## config.mk

```make
export PLATFORM = sky130hd
export DESIGN_NAME = seq_stage_controller
export DESIGN_NICKNAME = d
export VERILOG_FILES = /design/src/rtl/seq_stage_controller.sv
export SDC_FILE = /design/constraint.sdc
export NUM_CORES = 1
export LEC_CHECK = 0
export CORE_ASPECT_RATIO = 0.8
export CORE_UTILIZATION = 45
export DETAILED_ROUTE_END_ITERATION = 10
export PLACE_DENSITY = 0.81
export SLEW_MARGIN = 20
export SYNTH_ARGS = -nofsm -noshare
export SYNTH_HDL_FRONTEND = slang
export SYNTH_SLANG_ARGS = --single-unit
```

## constraint.sdc

```tcl
create_clock -name clk -period 1.7 [get_ports clk]
set_input_delay 0.34 -clock clk [delete_from_list [all_inputs] [get_ports clk]]
set_output_delay 0.34 -clock clk [all_outputs]
set_load 0.02 [all_outputs]
```

## src/rtl/seq_stage_controller.sv

```systemverilog
// Multi-cycle SEQ Y86-64 stage sequencer: one strobe per stage, data-memory handshake and status code.
// Optional performance counters are enabled by defining SEQ_PERF_CNT_EN.
module seq_stage_controller #(
    parameter int MEM_TIMEOUT = 16,
    parameter int CNT_W       = 32
) (
    input  logic             clk,
    input  logic             rst_n,
    input  logic             start,
    input  logic [3:0]       icode,
    input  logic             instr_valid,
    input  logic             imem_error,
    input  logic             dmem_ack,
    input  logic             dmem_error,
    output logic             fetch_en,
    output logic             decode_en,
    output logic             execute_en,
    output logic             memory_en,
    output logic             dmem_req,
    output logic             wb_en,
    output logic             pc_en,
    output logic [1:0]       stat,
    output logic             busy,
`ifdef SEQ_PERF_CNT_EN
    output logic [CNT_W-1:0] cyc_cnt,
    output logic [CNT_W-1:0] instr_cnt,
    output logic [CNT_W-1:0] stall_cnt,
`endif
    output logic [2:0]       state
);

    if (MEM_TIMEOUT < 1 || CNT_W < 1) begin : g_param_check
        $error("seq_stage_controller: MEM_TIMEOUT and CNT_W must be >= 1");
    end

    localparam int WCW = $clog2(MEM_TIMEOUT + 1);

    typedef enum logic [2:0] {
        S_IDLE   = 3'd0,
        S_FETCH  = 3'd1,
        S_DECODE = 3'd2,
        S_EXEC   = 3'd3,
        S_MEM    = 3'd4,
        S_WB     = 3'd5,
        S_PCUPD  = 3'd6,
        S_STOP   = 3'd7
    } state_t;

    localparam logic [1:0] ST_AOK = 2'b00;
    localparam logic [1:0] ST_HLT = 2'b01;
    localparam logic [1:0] ST_ADR = 2'b10;
    localparam logic [1:0] ST_INS = 2'b11;

    state_t           state_q, state_n;
    logic [1:0]       stat_q, stat_n;
    logic [WCW-1:0]   wait_q, wait_n;
    logic [3:0]       icode_q;
    logic             is_mem;

    always_ff @(posedge clk or negedge rst_n) begin
        if (!rst_n) begin
            state_q <= S_IDLE;
            stat_q  <= ST_AOK;
            wait_q  <= '0;
            icode_q <= '0;
        end else begin
            state_q <= state_n;
            stat_q  <= stat_n;
            wait_q  <= wait_n;
            if (state_q == S_FETCH)
                icode_q <= icode;
        end
    end

    // rmmovq, mrmovq, call, ret, pushq, popq touch data memory
    assign is_mem = (icode_q == 4'd4) || (icode_q == 4'd5) || (icode_q == 4'd8) ||
                    (icode_q == 4'd9) || (icode_q == 4'd10) || (icode_q == 4'd11);

    always_comb begin
        state_n = state_q;
        stat_n  = stat_q;
        wait_n  = wait_q;
        case (state_q)
            S_IDLE:   if (start) state_n = S_FETCH;
            S_FETCH: begin
                if (imem_error) begin
                    state_n = S_STOP;
                    stat_n  = ST_ADR;
                end else if (!instr_valid) begin
                    state_n = S_STOP;
                    stat_n  = ST_INS;
                end else if (icode == 4'd0) begin
                    state_n = S_STOP;
                    stat_n  = ST_HLT;
                end else begin
                    state_n = S_DECODE;
                end
            end
            S_DECODE: state_n = S_EXEC;
            S_EXEC:   state_n = S_MEM;
            S_MEM: begin
                if (!is_mem) begin
                    state_n = S_WB;
                end else if (dmem_error) begin
                    state_n = S_STOP;
                    stat_n  = ST_ADR;
                    wait_n  = '0;
                end else if (dmem_ack) begin
                    state_n = S_WB;
                    wait_n  = '0;
                end else if (wait_q == WCW'(MEM_TIMEOUT - 1)) begin
                    state_n = S_STOP;
                    stat_n  = ST_ADR;
                    wait_n  = '0;
                end else begin
                    wait_n  = wait_q + 1'b1;
                end
            end
            S_WB:     state_n = S_PCUPD;
            S_PCUPD:  state_n = S_FETCH;
            S_STOP: begin
                // only HLT is resumable; ADR/INS stay until reset
                if (start && stat_q == ST_HLT) begin
                    state_n = S_FETCH;
                    stat_n  = ST_AOK;
                end
            end
            default:  state_n = S_IDLE;
        endcase
    end

    assign fetch_en   = (state_q == S_FETCH);
    assign decode_en  = (state_q == S_DECODE);
    assign execute_en = (state_q == S_EXEC);
    assign memory_en  = (state_q == S_MEM);
    assign dmem_req   = (state_q == S_MEM) && is_mem;
    assign wb_en      = (state_q == S_WB);
    assign pc_en      = (state_q == S_PCUPD);
    assign busy       = (state_q != S_IDLE) && (state_q != S_STOP);
    assign stat       = stat_q;
    assign state      = state_q;

`ifdef SEQ_PERF_CNT_EN
    always_ff @(posedge clk or negedge rst_n) begin
        if (!rst_n) begin
            cyc_cnt   <= '0;
            instr_cnt <= '0;
            stall_cnt <= '0;
        end else begin
            if (busy)
                cyc_cnt <= cyc_cnt + 1'b1;
            if (pc_en)
                instr_cnt <= instr_cnt + 1'b1;
            if (dmem_req && wait_q != '0)
                stall_cnt <= stall_cnt + 1'b1;
        end
    end
`endif

endmodule
```

==> results_dict.tcl, run 1 <==
set metrics [dict create \
    wire_per_inst_um 14.24 \
    detail-route-antenna-nets 0 \
    viasPerCell 5.526 \
    worstSetupPathDepth 6 \
    clkLatencyLatePin_ns 0.29 \
    ys_seq_area_share_pct 40.37 \
    path_delay_family "compound AO/OA/AOI/OAI gates" \
    slowest_delay_ns 0.44 \
    final_common_cell "buf_4" \
    io-pin-count 24 \
    synth-seq-cells 13 \
    synth_area_leader_cell "dfrtp_1" \
    yosysWarnings 0 \
    arrival_ns 1.84 \
    drt-pass1-iter-count 4 \
    grt_usage_pct 21.46 \
    core_area_um2 1659 \
    area_growth_pct 57.30 \
    hold_buffers 0 \
    crit_end "stat[0]$_DFFE_PN0P_" \
    vias 840 \
    drt_wl_total_mm 2.165 \
    slew_viol_final 0 \
    outcome "finished clean" \
    r2r_start "state[2]$_DFFE_PN0P_" \
    synthTopCellsByArea "dfrtp_1, nor2b_1, mux2_2, a21oi_1, nand2_1" \
    cap_violations 0 \
    worst_hold_slack_ns 0.3456 \
    final_cell_mix "buf_4, dfrtp_1, clkdlybuf4s50_1" \
    rsz0062_at_grt "true" \
    crit_path_frequent_cell "buf_6" \
    die_area_um2 1965 \
    clockBufferDepth 2 \
    gr-total-overflow 0 \
    grt_pass1_wl_mm 2.877 \
    placedInstanceArea_um2 1195 \
    hold_viol_final 0 \
    worstPathMaxFanout 7 \
    worst_r2r_endpoint "stat[0]$_DFFE_PN0P_" \
    path_buf_inv 2 \
    die_x_um 49.31 \
    tritoncts.num_buffers 3 \
    rrSetupSlack_ns 0.01 \
    cts_setup_buffers 0 \
    clockRootBuffer "clkbuf_4" \
    fp.dieH_um 39.85 \
    crit_type "reg2reg" \
    cts-htree-levels 1 \
    clkSinkCount 13 \
    slew_headroom_pct 76.32 \
    min_period_over_period_pct 99.28 \
    postLayoutCellArea_um2 1267 \
    cts_tree "yes" \
    worstSetupEndpointType "flip-flop" \
    place_congestion 0.8144 \
    worst_setup_path_start_kind "flip-flop" \
    powerDensity_nw_per_um2 1747 \
    clk_pin_slew_ns 0.09 \
    ir_worst_vdd_uv 1078 \
    syn-num-nets 98 \
    hold_path.class "in2async" \
    skew_ns 0.01175 \
    worst_slew_pin_slew_ns 0.3545 \
    synth_top_area_share_pct 40.37 \
    remaining_drc_errors 0 \
    initial_core_util_pct 48.57 \
    first_global_vias 657 \
    p_leak_uw 0.0005689 \
    drive_above_1_share_pct 39.23 \
    worst-r2r-cell-count 6 \
    synthCells 86 \
    fin_nets 143 \
    io_buffers 23 \
    synth_cell_types 31 \
    hpwl_mm 1.493 \
    crit_start "state[2]$_DFFE_PN0P_" \
    fmax_ghz 0.5925 \
    setup_violations 0 \
    antenna_cells 0 \
    grt_start_max_net_pins 14 \
    drt_iter0_drc 35 \
    syn_area_um2 805.8 \
    syn_area_per_cell_um2 9.369 \
    antenna_found_initial 0 \
    fin_crit_ns 1.688 \
    placementRows 13 \
    path_cells "buf_6 -> buf_6 -> nor3_4 -> a211oi_2 -> a2111oi_2 -> o32ai_1" \
    cp_slowest_cell "dfrtp_1" \
    required_ns 1.85 \
]
## layout make-up
cell class / count / area [um^2]
flip-flops and latches: 13 / 327.8
well taps: 22 / 27.53
repair buffers: 44 / 389.1
multi-input cells: 66 / 485.5
fillers: 121 / 391.6
clock buffers: 4 / 26.28
inverters: 3 / 11.26
## kinds of logic (layout without fill, tap and decap cells)
logic type | count (synthesis) | in the layout | synth area share, %
mux | 3 | 3 | 4.192
compound gates | 21 | 21 | 18.01
simple gates | 41 | 41 | 31.21
flops | 13 | 13 | 40.37
buf+inv | 7 | 51 | 4.658
fa+ha+maj | 1 | 1 | 1.553
## worst min path at each step
stage                                startpoint                      to
after global placement    wait_q[1]$_DFFE_PN0N_   wait_q[1]$_DFFE_PN0N_
final                                     rst_n     stat[0]$_DFFE_PN0P_
after CTS                                 rst_n   wait_q[0]$_DFFE_PN0N_
after floorplan                           rst_n  icode_q[1]$_DFFE_PN0P_
after global routing                      rst_n     stat[0]$_DFFE_PN0P_
after detailed placement  wait_q[1]$_DFFE_PN0N_   wait_q[1]$_DFFE_PN0N_
## where the power goes
| part | internal (uW) | switching, uW |
|---|---|---|
| clock | 91.2 | 105 |
| combinational | 722 | 717 |
| sequential | 444 | 135 |
| total | 1260 | 957 |
## metrics by stage
stage	instances	setup slack [ns]	power, uW	setup TNS [ns]	utilization [%]
2_1_floorplan	86	0.03504	1305	0	-
5_1_grt	152	-0.06311	2361	-0.09280	76.40
6_report	152	0.01221	2215	0	76.40
3_3_place_gp	148	-0.2109	1877	-0.7755	72.02
4_1_cts	152	-0.06340	2055	-0.06340	73.23
3_5_place_dp	148	-0.3166	1920	-1.024	72.02
## what timing repair did
item | 4_1_cts | 5_1_grt
resized for setup | 29 | 26
pin swaps | 1 | 5
hold endpoints to repair | 0 | 0
setup endpoints to repair | 12 | 10
## worst reg2reg max path: cells and delay by family, from the launching register on
| family | cells | cell delay, ns |
|---|---|---|
| flops | 1 | 0.44 |
| compound gates | 3 | 0.66 |
| simple gates | 1 | 0.16 |
| buf+inv | 2 | 0.30 |
## state kept, by name (all words and copies together) (netlist names)
name,count
stat,2
wait_q,5
icode_q,3
state,3
## synthesized netlist by cell type
cell / number
a21oi_1: 6
dfrtp_1: 13
o22a_1: 1
and3b_1: 1
nand3b_1: 2
o41ai_2: 1
nor3b_1: 3
and2b_1: 1
ha_1: 1
o21ai_0: 4
o32ai_1: 1
a311oi_1: 1
or2_1: 1
a31oi_1: 1
a211oi_1: 1
and2_1: 2
nor2b_1: 6
inv_1: 3
nor2_1: 5
nor4_4: 1
o21ai_1: 3
a2111oi_2: 1
mux2_2: 3
buf_6: 1
nand2b_1: 2
nand3_1: 3
nor3_1: 5
o21ai_2: 1
buf_2: 3
nor3b_4: 1
nand2_1: 8
## routing by layer
| metal | global-route usage [%] | part of all wire [%] | vias up |
|---|---|---|---|
| met5 | 0 | 0 | - |
| met4 | 6.618 | 0.28 | 0 |
| met3 | 8.140 | 8.1 | 2 |
| met2 | 35.27 | 49 | 56 |
| met1 | 26.37 | 43 | 383 |
| li1 | - | - | 399 |
No activity file was read; power rests on OpenSTA's default activity.
==> run 2: changes to the inputs <==
--- a/config.mk
+++ b/config.mk
@@ -5,6 +5,7 @@
 export SDC_FILE = /design/constraint.sdc
 export NUM_CORES = 1
 export LEC_CHECK = 0
+export ABC_CLOCK_PERIOD_IN_PS = 1700
 export CORE_ASPECT_RATIO = 0.8
 export CORE_UTILIZATION = 45
 export DETAILED_ROUTE_END_ITERATION = 10
==> results of run 2 <==
The final DEF is identical to that of run 1; final timing and power are the same.
==> run 3: changes to the inputs <==
--- a/config.mk
+++ b/config.mk
@@ -7,9 +7,9 @@
 export LEC_CHECK = 0
 export ABC_CLOCK_PERIOD_IN_PS = 1700
 export CORE_ASPECT_RATIO = 0.8
-export CORE_UTILIZATION = 45
+export CORE_UTILIZATION = 40
 export DETAILED_ROUTE_END_ITERATION = 10
-export PLACE_DENSITY = 0.81
+export PLACE_DENSITY = 0.74
 export SLEW_MARGIN = 20
 export SYNTH_ARGS = -nofsm -noshare
 export SYNTH_HDL_FRONTEND = slang
==> run 3 against run 2 <==
Effect of this change: the run now ends with setup timing left; via count is 0.24% higher; first-iteration DRC count decreased by 31%; final area increased by 2.6%; core utilization decreased by 7.7 points; setup slack got worse by 0.036 ns; sequential share of layout area fell by 0.65 points; combinational power up 5%; clock power increased by 3%; wire length is 3.6% higher; hold slack gained 0.022 ns; critical path depth down 1; register-to-register slack better by 0.04 ns.
==> results_dict.tcl, run 3 (synthesis results as in run 1) <==
set metrics [dict create \
    fillers 148 \
    required_ns 1.36 \
    viasPerCell 5.263 \
    drt-pass1-iter-count 4 \
    crit_type "reg2out" \
    io_buffers 23 \
    core_area_um2 1892 \
    min_period_over_period_pct 101.4 \
    skew_ns 0.004045 \
    worst-r2r-cell-count 6 \
    place_congestion 0.8907 \
    cts-htree-levels 1 \
    ir_worst_vdd_uv 1047 \
    grt_pass1_wl_mm 3.553 \
    wire_per_inst_um 14.02 \
    antenna_cells 0 \
    die_area_um2 2199 \
    slew_viol_final 0 \
    hold_buffers 0 \
    path_buf_inv 3 \
    place_ws_ns -0.2539 \
    clkLatencyLatePin_ns 0.29 \
    crit_start "state[0]$_DFFE_PN0P_" \
    largest-register "wait_q" \
    cts_tree "yes" \
    clockRootBuffer "clkbuf_4" \
    initial_core_util_pct 42.59 \
    largest_reg_flops 5 \
    fin_ws_ns -0.02366 \
    p_leak_uw 0.0005987 \
    area_growth_pct 61.34 \
    worstSetupEndpointType "output pin" \
    crit_path_frequent_cell "buf_6" \
    setup_violations 1 \
    power_uw 2306 \
    arrival_ns 1.38 \
    fin_nets 149 \
    die_x_um 52.18 \
    crit_end "dmem_req" \
    final_common_cell "buf_4" \
    drt_iter0_drc 24 \
    worst_setup_path_start_kind "flip-flop" \
    final_cell_mix "buf_4, clkdlybuf4s50_1, dfrtp_1" \
    multi_input_area_um2 491.7 \
    slew_headroom_pct 71.21 \
    final_util_pct 68.72 \
    detail-route-antenna-nets 0 \
    clkSinkCount 13 \
    rsz0062_at_grt "true" \
    rrSetupSlack_ns 0.05 \
    clockBufferDepth 2 \
    hold_viol_final 0 \
    fmax_ghz 0.5802 \
    drive_above_1_share_pct 44.12 \
    remaining_drc_errors 0 \
    hold_path.class "in2async" \
    path_cells "buf_6 -> nor3b_4 -> o21ai_2 -> inv_2 -> buf_6" \
    clk_pin_slew_ns 0.08 \
    tritoncts.num_buffers 3 \
    first_global_vias 790 \
    grt_usage_pct 22.28 \
    regArea_um2 327.8 \
    vias 842 \
    fp.dieH_um 42.15 \
    postLayoutCellArea_um2 1300 \
    io-pin-count 24 \
    drt_wl_total_mm 2.243 \
    gr-total-overflow 0 \
    outcome "finished, violations left" \
    r2r_start "state[1]$_DFFE_PN0P_" \
    hpwl_mm 1.561 \
    grt_start_max_net_pins 14 \
    placedInstanceArea_um2 1197 \
    antenna_found_initial 0 \
    worst_slew_pin_slew_ns 0.4293 \
    path_delay_family "flip-flops" \
    worstSetupPathDepth 5 \
    slowest_delay_ns 0.44 \
    fin_crit_ns 1.724 \
    cp_slowest_cell "dfrtp_1" \
    worstPathMaxFanout 4 \
    violations "setup timing" \
    powerDensity_nw_per_um2 1774 \
    placementRows 14 \
    cap_violations 0 \
    worst_r2r_endpoint "stat[0]$_DFFE_PN0P_" \
]
run 3: cell count changes in the layout (fill, tap and decap cells not counted), moves of 2 or more:
cell	before	now
buf_4	17	27
buf_6	6	3
clkdlybuf4s15_2	2	0
clkdlybuf4s50_1	10	12
nor3b_1	2	0
run 3: stage by stage:
step                 TNS (ns)  hold slack [ns]  instances
floorplan                   0          0.04441         86
global placement       -1.149           0.5045        150
detailed placement     -1.432           0.5204        150
CTS                 -0.006323           0.3733        157
global route          -0.1406           0.3735        160
finish               -0.02366           0.3680        160
run 3: worst min-delay path by stage:
stage | start | to | cells past startpoint | slack [ns]
final | rst_n | state[2]$_DFFE_PN0P_ | 2 | 0.37
after global routing | rst_n | wait_q[3]$_DFFE_PN0N_ | 2 | 0.37
after CTS | rst_n | wait_q[0]$_DFFE_PN0N_ | 2 | 0.37
after detailed placement | icode_q[2]$_DFFE_PN0P_ | icode_q[2]$_DFFE_PN0P_ | 1 | 0.52
after global placement | wait_q[0]$_DFFE_PN0N_ | wait_q[0]$_DFFE_PN0N_ | 1 | 0.50
after floorplan | rst_n | icode_q[1]$_DFFE_PN0P_ | 0 | 0.04
run 3: metal layers:
metal	routed length [um]	GRT usage, %	part of all wire, %
met5	0	0	0
met4	27	7.895	1.2
met3	98	2.174	4.4
met2	1153	36.67	51
met1	963	30.32	43
run 3: worst reg2reg max path, stage by stage, from the launching register on:
cell and delay (ns):
dfrtp_2 0.48, buf_4 0.17, buf_4 0.14, nor3_2 0.21
a211oi_1 0.11, a2111oi_2 0.29, o32ai_1 0.12
run 3: final cells by class:
class	count	share of cell area, %
Inverter	3	0.8662
Tap cell	24	2.310
Timing Repair Buffer	50	31.67
Multi-Input combinational cell	66	37.82
Clock buffer	3	1.732
Sequential cell	13	25.22
Clock inverter	1	0.3850
run 3: power breakdown:
group | leakage (uW) | internal, uW | switching (uW)
combinational | 0.000425 | 796 | 712
clock | 0.0000177 | 87.5 | 114
sequential | 0.000156 | 444 | 153
run 3: what timing repair did:
item,in CTS,in global routing
setup endpoints to repair,11,12
pin swaps,2,5
buffers inserted,3,3
resized for setup,42,13
hold endpoints to repair,0,0
